--- config.mk ---
export PLATFORM = sky130hd
export DESIGN_NAME = ugemm_rate_mac_ctrl
export DESIGN_NICKNAME = d
export VERILOG_FILES = /design/src/rtl/ugemm_pkg.sv /design/src/rtl/ugemm_lfsr.sv /design/src/rtl/ugemm_rate_mac_ctrl.sv
export SDC_FILE = /design/constraint.sdc
export NUM_CORES = 1
export LEC_CHECK = 0
export CAP_MARGIN = 20
export CORE_ASPECT_RATIO = 1.25
export CORE_MARGIN = 5
export CORE_UTILIZATION = 53
export CTS_CLUSTER_SIZE = 24
export DETAILED_ROUTE_END_ITERATION = 10
export PLACE_DENSITY = 0.87
export SLEW_MARGIN = 15
export SYNTH_ARGS = -nofsm -noshare
export SYNTH_HDL_FRONTEND = slang
export SYNTH_HIERARCHICAL = 1
export SYNTH_SLANG_ARGS = --single-unit
--- constraint.sdc ---
create_clock -name clk -period 7.7 [get_ports clk]
set_input_delay 1.54 -clock clk [delete_from_list [all_inputs] [get_ports clk]]
set_output_delay 1.54 -clock clk [all_outputs]
set_load 0.01 [all_outputs]
--- src/rtl/ugemm_pkg.sv ---
// Shared types and constants for the rate-coded unary GEMM lane sequencer.
package ugemm_pkg;

    typedef enum logic [1:0] {
        IDLE  = 2'd0,
        RUN   = 2'd1,
        DRAIN = 2'd2,
        DONE  = 2'd3
    } state_e;

    // Maximal-length Fibonacci tap masks; bit i set means register bit i feeds the XOR.
    function automatic logic [31:0] lfsr_taps(input int unsigned width);
        logic [31:0] mask;
        case (width)
            8:       mask = 32'h0000_00B8;
            16:      mask = 32'h0000_D008;
            24:      mask = 32'h00E1_0000;
            32:      mask = 32'h8020_0003;
            default: mask = 32'h0000_0000;
        endcase
        return mask;
    endfunction

endpackage

--- src/rtl/ugemm_lfsr.sv ---
// Fibonacci LFSR random-number source for the unary multiplier; reseedable, stallable.
module ugemm_lfsr
    import ugemm_pkg::*;
#(
    parameter int unsigned      WIDTH = 16,
    parameter logic [WIDTH-1:0] SEED  = WIDTH'(1)
) (
    input  logic             clk,
    input  logic             rst_n,
    input  logic             i_reseed,
    input  logic             i_en,
    output logic [WIDTH-1:0] o_rand
);

    localparam logic [WIDTH-1:0] TAPS = WIDTH'(lfsr_taps(WIDTH));

    // An all-zero seed or missing tap table would lock the sequence at zero.
    generate
        if (SEED == '0 || TAPS == '0) begin : g_bad_cfg
            $fatal(1, "ugemm_lfsr: SEED must be nonzero and WIDTH must have a tap mask");
        end
    endgenerate

    logic [WIDTH-1:0] r_lfsr;
    logic             w_fb;

    assign w_fb   = ^(r_lfsr & TAPS);
    assign o_rand = r_lfsr;

    always_ff @(posedge clk or negedge rst_n) begin
        if (!rst_n) begin
            r_lfsr <= SEED;
        end else if (i_reseed) begin
            r_lfsr <= SEED;
        end else if (i_en) begin
            r_lfsr <= {r_lfsr[WIDTH-2:0], w_fb};
        end
    end

endmodule

--- src/rtl/ugemm_rate_mac_ctrl.sv ---
// Job sequencer for one rate-coded unary multiply lane: streams weight/random buses,
// counts returned product bits and hands back the bipolar result.
module ugemm_rate_mac_ctrl
    import ugemm_pkg::*;
#(
    parameter int unsigned      WIDTH = 16,
    parameter int unsigned      CYC_W = 8,
    parameter logic [WIDTH-1:0] SEED  = WIDTH'(1)
) (
    input  logic                    clk,
    input  logic                    rst_n,
    input  logic                    i_cfg_valid,
    output logic                    o_cfg_ready,
    input  logic [WIDTH-1:0]        i_cfg_w,
    input  logic [CYC_W-1:0]        i_cfg_len,
    input  logic                    i_stall,
    output logic                    o_run,
    output logic [WIDTH-1:0]        o_data_w,
    output logic [WIDTH-1:0]        o_randW,
    output logic [WIDTH-1:0]        o_randW_inv,
    input  logic                    i_bit_prod,
    output logic                    o_res_valid,
    input  logic                    i_res_ready,
    output logic signed [CYC_W+1:0] o_res,
    output logic                    o_busy
);

    state_e                  r_state;
    logic [WIDTH-1:0]        r_w;
    logic [CYC_W-1:0]        r_len;
    logic [CYC_W-1:0]        r_cnt;
    logic [CYC_W:0]          r_ones;
    logic                    r_iss_d;
    logic signed [CYC_W+1:0] r_res;

    logic                    w_issue;
    logic                    w_accept;
    logic [CYC_W:0]          w_ones_nxt;
    logic [CYC_W+1:0]        w_len_p1;
    logic [CYC_W+1:0]        w_res;
    logic [WIDTH-1:0]        w_rand;

    assign w_issue    = (r_state == RUN) && !i_stall;
    assign w_accept   = (r_state == IDLE) && i_cfg_valid;
    // The bit arriving this cycle belongs to last cycle's issue, if there was one.
    assign w_ones_nxt = r_ones + {{CYC_W{1'b0}}, r_iss_d & i_bit_prod};
    assign w_len_p1   = {2'b00, r_len} + (CYC_W+2)'(1);
    assign w_res      = {w_ones_nxt, 1'b0} - w_len_p1;

    ugemm_lfsr #(
        .WIDTH (WIDTH),
        .SEED  (SEED)
    ) u_lfsr (
        .clk      (clk),
        .rst_n    (rst_n),
        .i_reseed (w_accept),
        .i_en     (w_issue),
        .o_rand   (w_rand)
    );

    always_ff @(posedge clk or negedge rst_n) begin
        if (!rst_n) begin
            r_state <= IDLE;
            r_w     <= '0;
            r_len   <= '0;
            r_cnt   <= '0;
            r_ones  <= '0;
            r_iss_d <= 1'b0;
            r_res   <= '0;
        end else begin
            r_iss_d <= w_issue;
            if (r_iss_d) begin
                r_ones <= w_ones_nxt;
            end
            unique case (r_state)
                IDLE: begin
                    if (i_cfg_valid) begin
                        r_w     <= i_cfg_w;
                        r_len   <= i_cfg_len;
                        r_cnt   <= '0;
                        r_ones  <= '0;
                        r_state <= RUN;
                    end
                end
                RUN: begin
                    if (!i_stall) begin
                        r_cnt <= r_cnt + CYC_W'(1);
                        if (r_cnt == r_len) begin
                            r_state <= DRAIN;
                        end
                    end
                end
                DRAIN: begin
                    r_res   <= w_res;
                    r_state <= DONE;
                end
                DONE: begin
                    if (i_res_ready) begin
                        r_state <= IDLE;
                    end
                end
                default: r_state <= IDLE;
            endcase
        end
    end

    assign o_cfg_ready = (r_state == IDLE);
    assign o_busy      = (r_state != IDLE);
    assign o_res_valid = (r_state == DONE);
    assign o_run       = w_issue;
    assign o_data_w    = r_w;
    assign o_randW     = w_rand;
    assign o_randW_inv = ~w_rand;
    assign o_res       = r_res;

endmodule

==> results of run 1 <==
==> cells in the mapped netlist (2+ instances only) <==
master    number  share of area, %
o22ai_1        2              0.35
clkbuf_1       7              0.74
a21oi_1        5              0.70
nor3_1         4              0.56
o21ai_0       15               2.1
nand2_1       71               7.5
a21o_1         2              0.42
nand4_1        8               1.4
nand3_1        5              0.70
xnor2_1       17               4.2
inv_1         32               3.4
nand2b_1       2              0.35
xor2_1        17               4.2
and3_1         3              0.53
mux2_2         6               1.9
mux2i_1       20               5.6
buf_2          2              0.28
a211oi_1       3              0.63
o21a_1         2              0.42
dfrtp_1       69                49
ha_1          14               4.9
nor2_1        42               4.4
==> power breakdown <==
group / leakage [nW] / switching [mW] / internal [mW]
clock: 0.0951 / 0.144 / 0.160
combinational: 1.35 / 0.232 / 0.283
sequential: 0.853 / 0.0913 / 0.446
==> state kept, by name (all words and copies together) (netlist names) <==
signal / cells
r_cnt: 8
r_state: 2
r_iss_d: 1
r_ones: 9
u_lfsr/o_rand: 16
o_res: 10
o_data_w: 16
r_len: 8
==> layer usage <==
layer	global-route usage, %	vias up	part of all wire, %
met1	21.8	1340	40
met2	35.2	89	52
met3	6.18	21	6.0
met5	0	-	0
met4	9.18	0	2.7
li1	-	1383	-
==> kinds of logic after synthesis <==
group,after synthesis,synth area share [%]
AO/OA/AOI/OAI,38,7.21
XOR/XNOR,34,8.37
adder cells (fa/ha/maj),15,5.49
buffers and inverters,45,5.45
flip-flops,70,49.3
multiplexers,27,7.95
AND/OR/NAND/NOR,139,16.3
==> worst register-to-register path: stages (launching register included) <==
cell and delay, ns:
dfrtp_1 0.58, and2_1 0.20, ha_1 0.20, ha_1 0.25
nand3_1 0.17, nor2_1 0.27, xor2_1 0.21, ha_1 0.30
o21a_1 0.17, a2111oi_4 0.39, xnor2_1 0.11, mux2_4 0.26
==> worst paths after layout <==
path                                   start      endpoint  slack [ns]  cells past startpoint
max in group asynchronous              rst_n   o_data_w[3]        5.78                      2
worst min register to register  o_data_w[11]  o_data_w[11]        0.48                      2
worst max-delay path                 i_stall         o_run        2.52                      3
worst max register to register       r_iss_d      o_res[9]        4.48                     11
min in group asynchronous              rst_n      r_cnt[0]        1.37                      2
worst min-delay path            o_data_w[11]  o_data_w[11]        0.48                      2
==> final cells by class <==
cell class / count / area share, %
multi-input combinational: 253 / 34.2
sequential: 70 / 37.1
timing repair buffer: 93 / 19.5
clock inverter: 6 / 1.48
inverter: 32 / 2.54
tap: 87 / 2.30
clock buffer: 10 / 2.91
==> results.yml, run 1 <==
clock_tree:
  clk_pin_slew_worst_paths_ns: 0.08
  cts_root_buffer: "clkbuf_8"
  clock_sinks: 70
  cts_resized: 0
  clock_path_buffers: 2
  cts_hold_buf: 0
  clock_latency_ns: 0.35
  cts_setup_buffers: 0
  cts_buffers: 9
  htreeDepth: 3
  cts_tree: "done"
place:
  gp_congestion: 0.838
  hpwl_um: 5880
  dpl_cell_area_um2: 4520
  portBuffers: 91
  dp_slack_ns: 2.53
  dp_cells: 535
sta:
  max_freq_mhz: 193
  timing.hold.ws_ns: 0.483
  setup_viol: 0
  finalCritPeriodShare_pct: 67.3
  worst_pin_slew_ns: 1.06
  fin_ws_ns: 2.52
  layout_min_cycle_time_ns: 5.18
  rsz0062_at_grt: "false"
  fin_worst_skew_ns: 0.00522
  hold_viol: 0
  drv_slew: 0
  slew_headroom_pct: 29.2
  tns_ns: 0
worst_setup_path:
  end_kind: "output pin"
  path_max_fanout: 19
  cp-start-kind: "input port"
  critPathArrivalTime_ns: 3.64
  crit_top_cell: "clkdlybuf4s50_1"
  critPathTopFamily: "buffers and inverters"
  path_cells: "clkdlybuf4s50_1, nor2b_2, clkdlybuf4s50_1"
  worstPathRequired_ns: 6.16
  cpPeakStageDelay_ns: 0.87
  cpMaxStageDelayCell: "nor2b_2"
  crit_type: "input port to output pin"
  crit_buf_inv: 2
floorplanning:
  die_w_um: 83.3
  fp.dieH_um: 102
  pin_count: 92
  coreArea_um2: 6570
  dieArea_um2: 8460
  rows: 33
  start_util_pct: 54.2
finish:
  syn2layout_area_growth_pct: 32.8
  multi_input_comb_area_um2: 1610
  final_core_utilization_pct: 72.0
  layout.cells.non_filler: 551
  regArea_um2: 1750
  nNetsFinal: 504
  layout_common_cells: "clkdlybuf4s50_1 (90), nand2_1 (71), dfrtp_1 (69), nor2_1 (42), inv_1 (32)"
  layout-drive-gt1-share_pct: 6.68
  antenna_cells: 0
  fillers: 449
  final_common_cell: "clkdlybuf4s50_1"
  final_area_um2: 4720
global_routing:
  grt_antenna_before_repair: 0
  grt_pass1_vias: 2926
  overflow: 0
  grt_max_degree: 71
  grt_pass1_wl_um: 13400
  grtUsageTotal_pct: 19.8
power:
  power_mw: 1.36
  peakVddDrop_v: 0.000152
  cellPowerDensity_nw_per_um2: 287
  leakagePower_nw: 2.30
logic_synthesis:
  synth_edf_count: 0
  syn_inst: 368
  async_reset_ff_share_pct: 100
  yosysWarnings: 6
  syn_area_um2: 3560
  ys_seq_elements: 70
  syn_area_per_cell_um2: 9.67
  yosysSeqAreaShare_pct: 49.3
  synthFlopType: "dfrtp_1"
  synth_cell_type_count: 42
  synth_nets: 413
routing:
  wl_per_cell_um: 14.6
  drc: 0
  drt-total-wl_um: 8060
  dr.pass1.iters: 4
  vias_per_cell: 5.14
  num_vias: 2833
  drt_iter0_drc: 125
  drtAntennaViolNets: 0
hold_path:
  hold_path_class: "register to register"
job:
  maxCapViolCount: 0
run_status:
  outcome: "finished clean"
Note: power is estimated with default switching activity, not from simulation.
==> run 2: changes to the inputs <==
--- a/config.mk
+++ b/config.mk
@@ -8,10 +8,10 @@
 export CAP_MARGIN = 20
 export CORE_ASPECT_RATIO = 1.25
 export CORE_MARGIN = 5
-export CORE_UTILIZATION = 53
+export CORE_UTILIZATION = 49
 export CTS_CLUSTER_SIZE = 24
 export DETAILED_ROUTE_END_ITERATION = 10
-export PLACE_DENSITY = 0.87
+export PLACE_DENSITY = 0.81
 export SLEW_MARGIN = 15
 export SYNTH_ARGS = -nofsm -noshare
 export SYNTH_HDL_FRONTEND = slang
==> constraint.sdc (replaced) <==
create_clock -name clk -period 5.05 [get_ports clk]
set_input_delay 1.01 -clock clk [delete_from_list [all_inputs] [get_ports clk]]
set_output_delay 1.01 -clock clk [all_outputs]
set_load 0.01 [all_outputs]
==> results.yml, run 2 (synthesized netlist as in run 1, its figures left out) <==
clock_tree:
  clock_latency_ns: 0.35
  cts_setup_buffers: 0
  cts_root_buffer: "clkbuf_8"
  cts_hold_buf: 0
  cts_buffers: 9
  clk_pin_slew_worst_paths_ns: 0.08
  clock_path_buffers: 2
  htreeDepth: 3
  cts_resized: 0
  cts_tree: "done"
  clock_sinks: 70
floorplanning:
  pin_count: 92
  rows: 34
  start_util_pct: 50.7
  coreArea_um2: 7020
  die_w_um: 86.2
  fp.dieH_um: 105
  dieArea_um2: 9080
worst_setup_path:
  path_max_fanout: 19
  cpMaxStageDelayCell: "clkdlybuf4s50_1"
  critPathArrivalTime_ns: 2.58
  cpPeakStageDelay_ns: 0.60
  crit_type: "input port to output pin"
  critPathTopFamily: "buffers and inverters"
  worstPathRequired_ns: 4.04
  r2r_start: "r_iss_d"
  crit_buf_inv: 3
  crit_top_cell: "clkdlybuf4s50_1"
  crit_start: "i_stall"
  path_cells: "clkdlybuf4s50_1, nor2b_2, buf_4, clkdlybuf4s50_1"
  end_kind: "output pin"
  cp-start-kind: "input port"
finish:
  layout_common_cells: "clkdlybuf4s50_1 (90), nand2_1 (71), dfrtp_1 (69), nor2_1 (42), inv_1 (32)"
  layout-drive-gt1-share_pct: 7.28
  nNetsFinal: 507
  final_common_cell: "clkdlybuf4s50_1"
  syn2layout_area_growth_pct: 33.2
  antenna_cells: 0
  final_area_um2: 4740
sta:
  slew_headroom_pct: 42.2
  rsz0062_at_grt: "false"
  setup_viol: 0
  hold_viol: 0
  worst_pin_slew_ns: 0.866
  layout_min_cycle_time_ns: 3.59
  fin_ws_ns: 1.46
  timing.hold.ws_ns: 0.475
  fin_worst_skew_ns: 0.00926
  drv_slew: 0
  finalCritPeriodShare_pct: 71.1
  max_freq_mhz: 278
  tns_ns: 0
hold_path:
  hold_path_class: "register to register"
  hold_path_startpoint: "o_data_w[6]"
power:
  leakagePower_nw: 2.32
  cellPowerDensity_nw_per_um2: 433
  power_mw: 2.05
  peakVddDrop_v: 0.000303
job:
  maxCapViolCount: 0
routing:
  vias_per_cell: 5.06
  drtAntennaViolNets: 0
  num_vias: 2820
  drt_iter0_drc: 126
  wl_per_cell_um: 14.4
  dr.pass1.iters: 4
  drt-total-wl_um: 8000
  drc: 0
global_routing:
  grtUsageTotal_pct: 18.8
  overflow: 0
  grt_max_degree: 71
  grt_pass1_vias: 2851
  grt_pass1_wl_um: 13500
  grt_antenna_before_repair: 0
place:
  dpl_cell_area_um2: 4540
  hpwl_um: 5950
  gp_congestion: 0.921
  dp_slack_ns: 1.20
  portBuffers: 91
run_status:
  outcome: "finished clean"
[run 2: cell types whose count changed in the layout (fill, tap and decap cells not counted), sizes merged]
cell / delta
clkinvlp: -2
clkbuf: -1
buf: +3
clkinv: +3
[run 2: metrics by stage]
| stage | instances | utilization (%) |
|---|---|---|
| 6_report | 557 | 67.5 |
| 3_5_place_dp | 541 | 64.7 |
| 4_1_cts | 557 | 67.5 |
| 2_1_floorplan | 368 | - |
| 3_3_place_gp | 541 | 64.7 |
| 5_1_grt | 557 | 67.5 |
[run 2: worst paths after layout]
kind                       slack [ns]          end  cells after the start
max in group asynchronous        3.63    r_ones[7]                      2
max                              1.46        o_run                      4
min in group asynchronous        0.86  o_data_w[8]                      2
min                              0.48  o_data_w[6]                      2
max reg2reg                      1.99     o_res[9]                      9
min reg2reg                      0.48  o_data_w[6]                      2
[run 2: metal layers]
layer | track usage, % | wire (um) | share of wire (%) | vias up
met3 | 3.12 | 317 | 4.0 | 22
met4 | 10.5 | 318 | 4.0 | 0
met2 | 32.6 | 4220 | 53 | 66
li1 | - | - | - | 1381
met1 | 21.8 | 3150 | 39 | 1351
met5 | 0 | 0 | 0 | -
[run 2: area by class of cell]
cell class | instances | area [um^2]
Fill cell | 520 | 2280
Clock buffer | 9 | 124
Multi-Input combinational cell | 253 | 1610
Clock inverter | 7 | 73.8
Timing Repair Buffer | 96 | 943
Sequential cell | 70 | 1750
Tap cell | 90 | 113
Inverter | 32 | 120
[run 2: tightest hold or removal path, cell delays in order, from the launching register on]
cell	delay [ns]
dfrtp_1	0.34
nand2_1	0.05
nand2_1	0.05
[run 2: power by group]
group          total, mW  internal [mW]  switching, mW
Clock              0.453          0.230          0.224
Sequential         0.814          0.679          0.134
Combinational      0.787          0.432          0.355
==> run 3: changes to the inputs <==
==> constraint.sdc (replaced) <==
create_clock -name clk -period 3.55 [get_ports clk]
set_input_delay 0.71 -clock clk [delete_from_list [all_inputs] [get_ports clk]]
set_output_delay 0.71 -clock clk [all_outputs]
set_load 0.01 [all_outputs]
==> results.yml, run 3 (synthesized netlist as in run 1, its figures left out) <==
clock_tree:
  clock_latency_ns: 0.35
  cts_tree: "done"
  cts_setup_buffers: 0
  cts_buffers: 9
  clock_sinks: 70
  cts_hold_buf: 0
  htreeDepth: 3
  clk_pin_slew_worst_paths_ns: 0.08
  cts_root_buffer: "clkbuf_8"
  cts_resized: 0
  clock_path_buffers: 2
global_routing:
  grtUsageTotal_pct: 18.8
  overflow: 0
  grt_antenna_before_repair: 0
  grt_pass1_vias: 2843
  grt_pass1_wl_um: 13700
  grt_max_degree: 42
routing:
  drc: 0
  drtAntennaViolNets: 0
  wl_per_cell_um: 14.5
  drt_iter0_drc: 115
  dr.pass1.iters: 4
  drt-total-wl_um: 8120
  num_vias: 2826
  vias_per_cell: 5.05
finish:
  final_core_utilization_pct: 67.7
  final_common_cell: "clkdlybuf4s50_1"
  layout.cells.non_filler: 560
  syn2layout_area_growth_pct: 33.5
  layout_common_cells: "clkdlybuf4s50_1 (90), nand2_1 (71), dfrtp_1 (69), nor2_1 (42), inv_1 (32)"
  antenna_cells: 0
  layout-drive-gt1-share_pct: 7.87
  nNetsFinal: 510
place:
  hpwl_um: 6110
  dp_cells: 544
  dp_slack_ns: -0.0112
  gp_congestion: 0.868
  portBuffers: 91
power:
  peakVddDrop_v: 0.000335
  leakagePower_nw: 2.32
  cellPowerDensity_nw_per_um2: 604
  power_mw: 2.87
worst_setup_path:
  path_max_fanout: 4
  crit_type: "input port to register"
  cp-start-kind: "input port"
  r2r_cells: 9
  r2r_start: "r_iss_d"
  crit_path_end: "o_res[9]"
  r2r-end: "o_res[9]"
  critPathArrivalTime_ns: 3.42
  worstPathRequired_ns: 3.79
  crit_start: "i_bit_prod"
  r2r_setup_slack_ns: 0.73
  end_kind: "register"
sta:
  tns_ns: 0
  layout_min_cycle_time_ns: 3.19
  slew_headroom_pct: 59.7
  drv_slew: 0
  max_freq_mhz: 314
  finalCritPeriodShare_pct: 89.7
  fin_worst_skew_ns: 0.0141
  worst_pin_slew_ns: 0.605
  rsz0062_at_grt: "false"
  fin_ws_ns: 0.364
  setup_viol: 0
  hold_viol: 0
floorplanning:
  pin_count: 92
  coreArea_um2: 7020
  fp.dieH_um: 105
  die_w_um: 86.2
  rows: 34
  dieArea_um2: 9080
  start_util_pct: 50.7
job:
  maxCapViolCount: 0
run_status:
  outcome: "finished clean"
hold_path:
  hold_path_class: "input port to async pin"
-- run 3: report_power, final --
group	switching, mW	total (mW)	internal, mW
Combinational	0.509	1.13	0.617
Clock	0.298	0.588	0.290
Sequential	0.188	1.16	0.967
Total	0.996	2.87	1.87
-- run 3: cell type report --
class                      count  area [um^2]
fill                         562         2270
sequential                    70         1750
multi-input combinational    253         1610
timing repair buffer          99          966
clock buffer                  11          151
inverter                      32          120
tap                           90          113
clock inverter                 5         33.8
-- run 3: worst max-delay path, stage by stage --
cell and delay, ns:
clkdlybuf4s50_1 0.45, and2_1 0.12, ha_1 0.17, ha_1 0.23, nand3_1 0.15, nor2_1 0.19
xor2_1 0.19, ha_1 0.30, o21a_1 0.16, a2111oi_4 0.36, xnor2_1 0.13, mux2_4 0.26
-- run 3: worst min path at each step --
stage	slack (ns)	depth (start not counted)	start	to
floorplan	0.41	0	rst_n	o_data_w[0]
global placement	0.46	2	o_data_w[6]	o_data_w[6]
detailed placement	0.47	2	o_data_w[14]	o_data_w[14]
CTS	0.29	1	rst_n	o_data_w[4]
global route	0.31	1	rst_n	o_data_w[1]
finish	0.29	1	rst_n	o_data_w[4]
-- run 3: metrics by stage --
step           cell area (um^2)  hold WS (ns)
2_1_floorplan              3560         0.414
3_5_place_dp               4570         0.469
4_1_cts                    4750         0.286
6_report                   4750         0.294
3_3_place_gp               4570         0.460
5_1_grt                    4750         0.314
-- run 3: routing by layer --
| metal | global-route usage (%) | vias up | wire length (um) |
|---|---|---|---|
| met5 | 0 | - | 0 |
| met4 | 8.13 | 0 | 252 |
| li1 | - | 1391 | - |
| met2 | 31.8 | 57 | 4280 |
| met3 | 4.29 | 21 | 286 |
| met1 | 22.8 | 1357 | 3300 |
==> RTL change 1: new RTL, settings of run 3 <==
Add an input register stage for `i_cfg_valid`, `i_cfg_w` and `i_cfg_len`, without a reset; this delays them by one clock. The other inputs are not delayed to match.
--- a/src/rtl/ugemm_rate_mac_ctrl.sv
+++ b/src/rtl/ugemm_rate_mac_ctrl.sv
@@ -25,6 +25,16 @@
     output logic                    o_busy
 );
 
+    logic i_cfg_valid_q;
+    logic [WIDTH-1:0] i_cfg_w_q;
+    logic [CYC_W-1:0] i_cfg_len_q;
+
+    always_ff @(posedge clk) begin
+        i_cfg_valid_q <= i_cfg_valid;
+        i_cfg_w_q     <= i_cfg_w;
+        i_cfg_len_q   <= i_cfg_len;
+    end
+
     state_e                  r_state;
     logic [WIDTH-1:0]        r_w;
     logic [CYC_W-1:0]        r_len;
@@ -41,7 +51,7 @@
     logic [WIDTH-1:0]        w_rand;
 
     assign w_issue    = (r_state == RUN) && !i_stall;
-    assign w_accept   = (r_state == IDLE) && i_cfg_valid;
+    assign w_accept   = (r_state == IDLE) && i_cfg_valid_q;
     // The bit arriving this cycle belongs to last cycle's issue, if there was one.
     assign w_ones_nxt = r_ones + {{CYC_W{1'b0}}, r_iss_d & i_bit_prod};
     assign w_len_p1   = {2'b00, r_len} + (CYC_W+2)'(1);
@@ -74,9 +84,9 @@
             end
             unique case (r_state)
                 IDLE: begin
-                    if (i_cfg_valid) begin
-                        r_w     <= i_cfg_w;
-                        r_len   <= i_cfg_len;
+                    if (i_cfg_valid_q) begin
+                        r_w     <= i_cfg_w_q;
+                        r_len   <= i_cfg_len_q;
                         r_cnt   <= '0;
                         r_ones  <= '0;
                         r_state <= RUN;
Check against the original RTL: not equivalent (Yosys sat finds a counterexample within 4 cycles, from zero or initial values and one cycle with rst_n low).
==> RTL change 1 against run 3 <==
- total power is 28% higher
- maximum frequency hardly changed
- sequential cell count is 25 higher
- largest power group unchanged
- area after synthesis is 14% higher
- wire length is 2.2% higher
- final area is 11% higher
- first-iteration DRC count is 28% lower
- clock skew is 0.0055 ns lower
- largest cell class unchanged
- worst setup slack worse by 0.00064 ns
==> RTL change 1: results (changes against run 3) <==
| Metric | Value |
|---|---|
| Synth area leaders | `dfrtp_1, dfxtp_1, nand2_1 (was dfrtp_1, nand2_1, mux2i_1)` |
| Wire length on met2 | `4060 um (was 4280 um)` |
| Hold Path Class | `register to register (was input pin to async pin)` |
| Sequential share of the synthesized area | `55.4% (was 49.3%)` |
| Critical path peak fanout | `3 (was 4)` |
| Met1 Use GR | `20.3% (was 22.8%)` |
| Final nets | `534 (was 510)` |
| P_leak | `0.00241 uW (was 0.00232 uW)` |
| Post-synth top flop | `dfrtp_1 (unchanged)` |
| Post-DP HPWL | `6020 um (was 6110 um)` |
| Post-synth cell types | `45 (was 42)` |
| Total Wirelength | `8300 um (was 8120 um)` |
| CTS root buf | `clkbuf_8 (unchanged)` |
| Met3 WL | `642 um (was 286 um)` |
| Pre-CTS setup slack | `-0.00943 ns (was -0.0112 ns)` |
| Clock skew | `0.00865 ns (was 0.0141 ns)` |
| Worst Hold End | `o_data_w[3]` |
| Clock Path Buffers | `2 (unchanged)` |
| CP max stage delay | `0.48 ns (was 0.45 ns)` |
| Total GRT Usage | `17.4% (was 18.8%)` |
| Global Route met2 Usage | `28.6% (was 31.8%)` |
| GR Util met3 | `6.42% (was 4.29%)` |
| Metal-1 WL | `3390 um (was 3300 um)` |
| Outcome | `completed (unchanged)` |
| First-pass GRT wire length | `14200 um (was 13700 um)` |
| FF-to-FF setup slack | `0.49 ns (was 0.73 ns)` |
| VDD IR max | `379 uV (was 335 uV)` |
| Placer congestion estimate | `0.943 (was 0.868)` |
| Worst slew margin | `40.4% (was 59.7%)` |
| Async SR Flop Fraction | `73.7% (was 100%)` |
| Critical R2R Capture | `o_res[9] (unchanged)` |
| Fillers | `634 (was 562)` |
| Largest net degree at the start of global routing | `42 (unchanged)` |
| Iteration-0 DRC Markers | `83 (was 115)` |
| Post_cts resized | `0 (unchanged)` |
| Via Count | `2960 (was 2826)` |
| Skew-Pair Late Insertion Delay | `0.37 ns (was 0.35 ns)` |
| Synthesized Nets | `439 (was 413)` |
| WP data arrival | `3.44 ns (was 3.42 ns)` |
| Share of cells above drive strength 1 | `7.09% (was 7.87%)` |
| Post-synth top cells | `nand2_1, dfrtp_1, nor2_1 (unchanged)` |
| Initial antenna violation count | `0 (unchanged)` |
| Crit-path slowest cell | `fa_1 (was clkdlybuf4s50_1)` |
-- RTL change 1: through the flow --
| step | hold slack [ns] | cells | area [um^2] |
|---|---|---|---|
| after floorplan | 0.398 | 394 | 4070 |
| after global placement | 0.399 | 575 | 5070 |
| after detailed placement | 0.406 | 575 | 5070 |
| after CTS | 0.420 | 591 | 5270 |
| after global routing | 0.432 | 591 | 5270 |
| final | 0.416 | 591 | 5270 |
-- RTL change 1: worst max-delay path by stage --
stage	end	slack, ns
6_report	o_res[9]	0.36
5_1_grt	o_res[9]	0.22
4_1_cts	o_res[9]	0.39
3_5_place_dp	o_res[9]	-0.009
3_3_place_gp	o_res[9]	0.06
2_1_floorplan	o_res[9]	0.59
-- RTL change 1: worst reg2reg max path: cells and delay by family, from the launching register on --
kind / cells / cell delay, ns
AOI/OAI and AO/OA: 3 / 0.84
DFF: 1 / 0.52
xor gates and xnor gates: 1 / 0.11
and+or+nand+nor: 1 / 0.22
adders and majority gates: 3 / 1.01
muxes: 1 / 0.25
-- RTL change 1: power breakdown --
group | switching, uW | internal, uW
clock | 390 | 306
combinational | 711 | 747
sequential | 192 | 1340
total | 1290 | 2390
-- RTL change 1: logic make-up after synthesis --
group	synth area share, %
DFF	55.4
muxes	6.67
adders and majority gates	4.80
xor gates and xnor gates	6.89
and+or+nand+nor	14.3
AOI/OAI and AO/OA	6.86
buffers and inverters	5.07
-- RTL change 1: cell type report --
class | count | area, um^2 | share of cell area [%]
sequential | 95 | 2250 | 42.8
clock inverter | 6 | 48.8 | 0.927
tap | 97 | 121 | 2.30
inverter | 33 | 124 | 2.35
timing repair buffer | 98 | 958 | 18.2
clock buffer | 10 | 149 | 2.83
multi-input combinational | 252 | 1610 | 30.6
==> RTL change 2: new RTL, config.mk and constraints of run 3 <==
Without the edit above. `CYC_W`: 8 -> 10.
--- a/src/rtl/ugemm_rate_mac_ctrl.sv
+++ b/src/rtl/ugemm_rate_mac_ctrl.sv
@@ -4,7 +4,7 @@
     import ugemm_pkg::*;
 #(
     parameter int unsigned      WIDTH = 16,
-    parameter int unsigned      CYC_W = 8,
+    parameter int unsigned      CYC_W = 10,
     parameter logic [WIDTH-1:0] SEED  = WIDTH'(1)
 ) (
     input  logic                    clk,
Interface: changed (resized i_cfg_len and o_res); port bits go from 92 to 96. No check against the original RTL was run, so the function may have changed too.
==> RTL change 2 against run 3 <==
- sequential cell count increased by 8
- worst setup slack worse by 0.12 ns
- sequential share of layout area decreased by 0.65 points
- combinational power fell by 18%
- largest cell class unchanged
- final area grew 13%
- total power grew 0.10%
- global-route usage up 0.085 points
- largest power group unchanged
- area after synthesis rose by 14%
- wire length increased by 13%
- highest routed layer unchanged
==> RTL change 2: results (changes against run 3) <==
| Metric | Value |
|---|---|
| Setup bufs post-CTS | `0 (unchanged)` |
| Skew-Pair Late Insertion Delay | `0.37 ns (was 0.35 ns)` |
| Placer congestion estimate | `0.967 (was 0.868)` |
| VDD IR max | `511 uV (was 335 uV)` |
| Final nets | `544 (was 510)` |
| WP data arrival | `3.57 ns (was 3.42 ns)` |
| Deepest level of the CTS H-tree | `3 (unchanged)` |
| Synth area leaders | `dfrtp_1, mux2_2, xor2_1 (was dfrtp_1, nand2_1, mux2i_1)` |
| Async SR Flop Fraction | `100% (unchanged)` |
| Pre-CTS setup slack | `-0.206 ns (was -0.0112 ns)` |
| Critical path peak fanout | `6 (was 4)` |
| Number of global-route vias before repair | `3327 (was 2843)` |
| Largest net degree at the start of global routing | `79 (was 42)` |
| Post-synth cell types | `46 (was 42)` |
| Sequential share of the synthesized area | `48.0% (was 49.3%)` |
| Number of clock buffers inserted by TritonCTS | `9 (unchanged)` |
| Drt wl/cell | `15.4 um (was 14.5 um)` |
| P_leak | `0.00259 uW (was 0.00232 uW)` |
| First-pass GRT wire length | `15600 um (was 13700 um)` |
| Synthesized Nets | `442 (was 413)` |
| Crit-path slowest cell | `a2111oi_1 (was clkdlybuf4s50_1)` |
| Antenna cells | `0 (unchanged)` |
| Clock Path Buffers | `2 (unchanged)` |
| CP max stage delay | `0.45 ns (about the same)` |
| Share of cells above drive strength 1 | `12.6% (was 7.87%)` |
| TritonRoute pass-1 iters | `4 (unchanged)` |
| Total GRT Usage | `18.9% (was 18.8%)` |
| Yosys warning count | `6 (unchanged)` |
| Outcome | `completed (unchanged)` |
| Worst-Margin Slew | `0.912 ns (was 0.605 ns)` |
| CTS root buf | `clkbuf_8 (unchanged)` |
| Hold Path Class | `input pin to async pin (unchanged)` |
| Iteration-0 DRC Markers | `108 (was 115)` |
| Clock skew | `0.0128 ns (was 0.0141 ns)` |
| Routed vias/inst | `5.29 (was 5.05)` |
| Max-slew violation count | `0 (unchanged)` |
| Post-DP HPWL | `6660 um (was 6110 um)` |
| Worst-path clk slew | `0.08 ns (about the same)` |
| Post-synth top cells | `dfrtp_1, nor2_1, inv_1 (was nand2_1, dfrtp_1, nor2_1)` |
| Final hold vios | `0 (unchanged)` |
| Initial antenna violation count | `0 (unchanged)` |
| Port bufs | `95 (was 91)` |
## RTL change 2: changes by cell type in the layout (fill, tap and decap cells not counted), sizes merged, moves of 6 or more
cell | run 3 | this run
mux2 | 7 | 26
nand2 | 71 | 32
inv | 32 | 38
a21oi | 5 | 12
xor2 | 17 | 30
dfrtp | 69 | 77
## RTL change 2: what timing repair did
action	4_1_cts	5_1_grt
resized for setup	0	1
setup endpoints to repair	0	1
hold buffers	0	0
## RTL change 2: worst paths after layout
| check | startpoint | endpoint | slack (ns) | depth (start not counted) |
|---|---|---|---|---|
| min reg2reg | o_res[0] | o_res[0] | 0.50 | 2 |
| min in group clk | o_res[0] | o_res[0] | 0.50 | 2 |
| max in group asynchronous | rst_n | u_lfsr/o_rand[0] | 2.69 | 2 |
| max | i_bit_prod | o_res[11] | 0.25 | 12 |
| min | rst_n | u_lfsr/o_rand[7] | 0.26 | 1 |
| max reg2reg | r_iss_d | o_res[11] | 0.52 | 12 |
## RTL change 2: per-layer routing
metal,wire [um],share of wire (%),GRT usage (%),vias to the layer above
li1,-,-,-,1524
met1,3910,43,22.3,1512
met2,4360,47,30.7,98
met3,708,7.7,7.23,26
met4,214,2.3,8.05,0
met5,0,0,0,-
## RTL change 2: power breakdown
part           internal, uW  leakage, uW  total, uW  switching [uW]
clock                   369     0.000107        718             348
combinational           528      0.00153        925             398
sequential             1040     0.000955       1230             193
## RTL change 2: metrics by stage
stage | TNS [ns] | instance area [um^2] | instances
final | 0 | 5390 | 597
after global placement | -0.0730 | 5140 | 580
after CTS | 0 | 5360 | 596
after detailed placement | -0.206 | 5140 | 580
after floorplan | 0 | 4070 | 393
after global routing | 0 | 5390 | 597
## RTL change 2: logic make-up after synthesis
group	count (synthesis)	share of synthesized area (%)
simple gates	108	12.2
flops	78	48.0
compound gates	53	8.54
buf+inv	52	5.38
mux	43	11.5
xor+xnor	42	9.03
fa+ha+maj	17	5.41
## RTL change 2: worst max-delay path, delay by kind of cell
kind | cells | cell delay [ns]
buffers and inverters | 2 | 0.51
AND/OR/NAND/NOR | 5 | 1.03
AO/OA/AOI/OAI | 2 | 0.61
XOR/XNOR | 1 | 0.11
adder cells (fa/ha/maj) | 2 | 0.60
## RTL change 2: final cells by class
type | instances | area (um^2)
Clock buffer | 11 | 151
Clock inverter | 5 | 63.8
Fill cell | 626 | 2810
Inverter | 36 | 135
Multi-Input combinational cell | 263 | 1910
Sequential cell | 78 | 1950
Tap cell | 97 | 121
Timing Repair Buffer | 107 | 1060
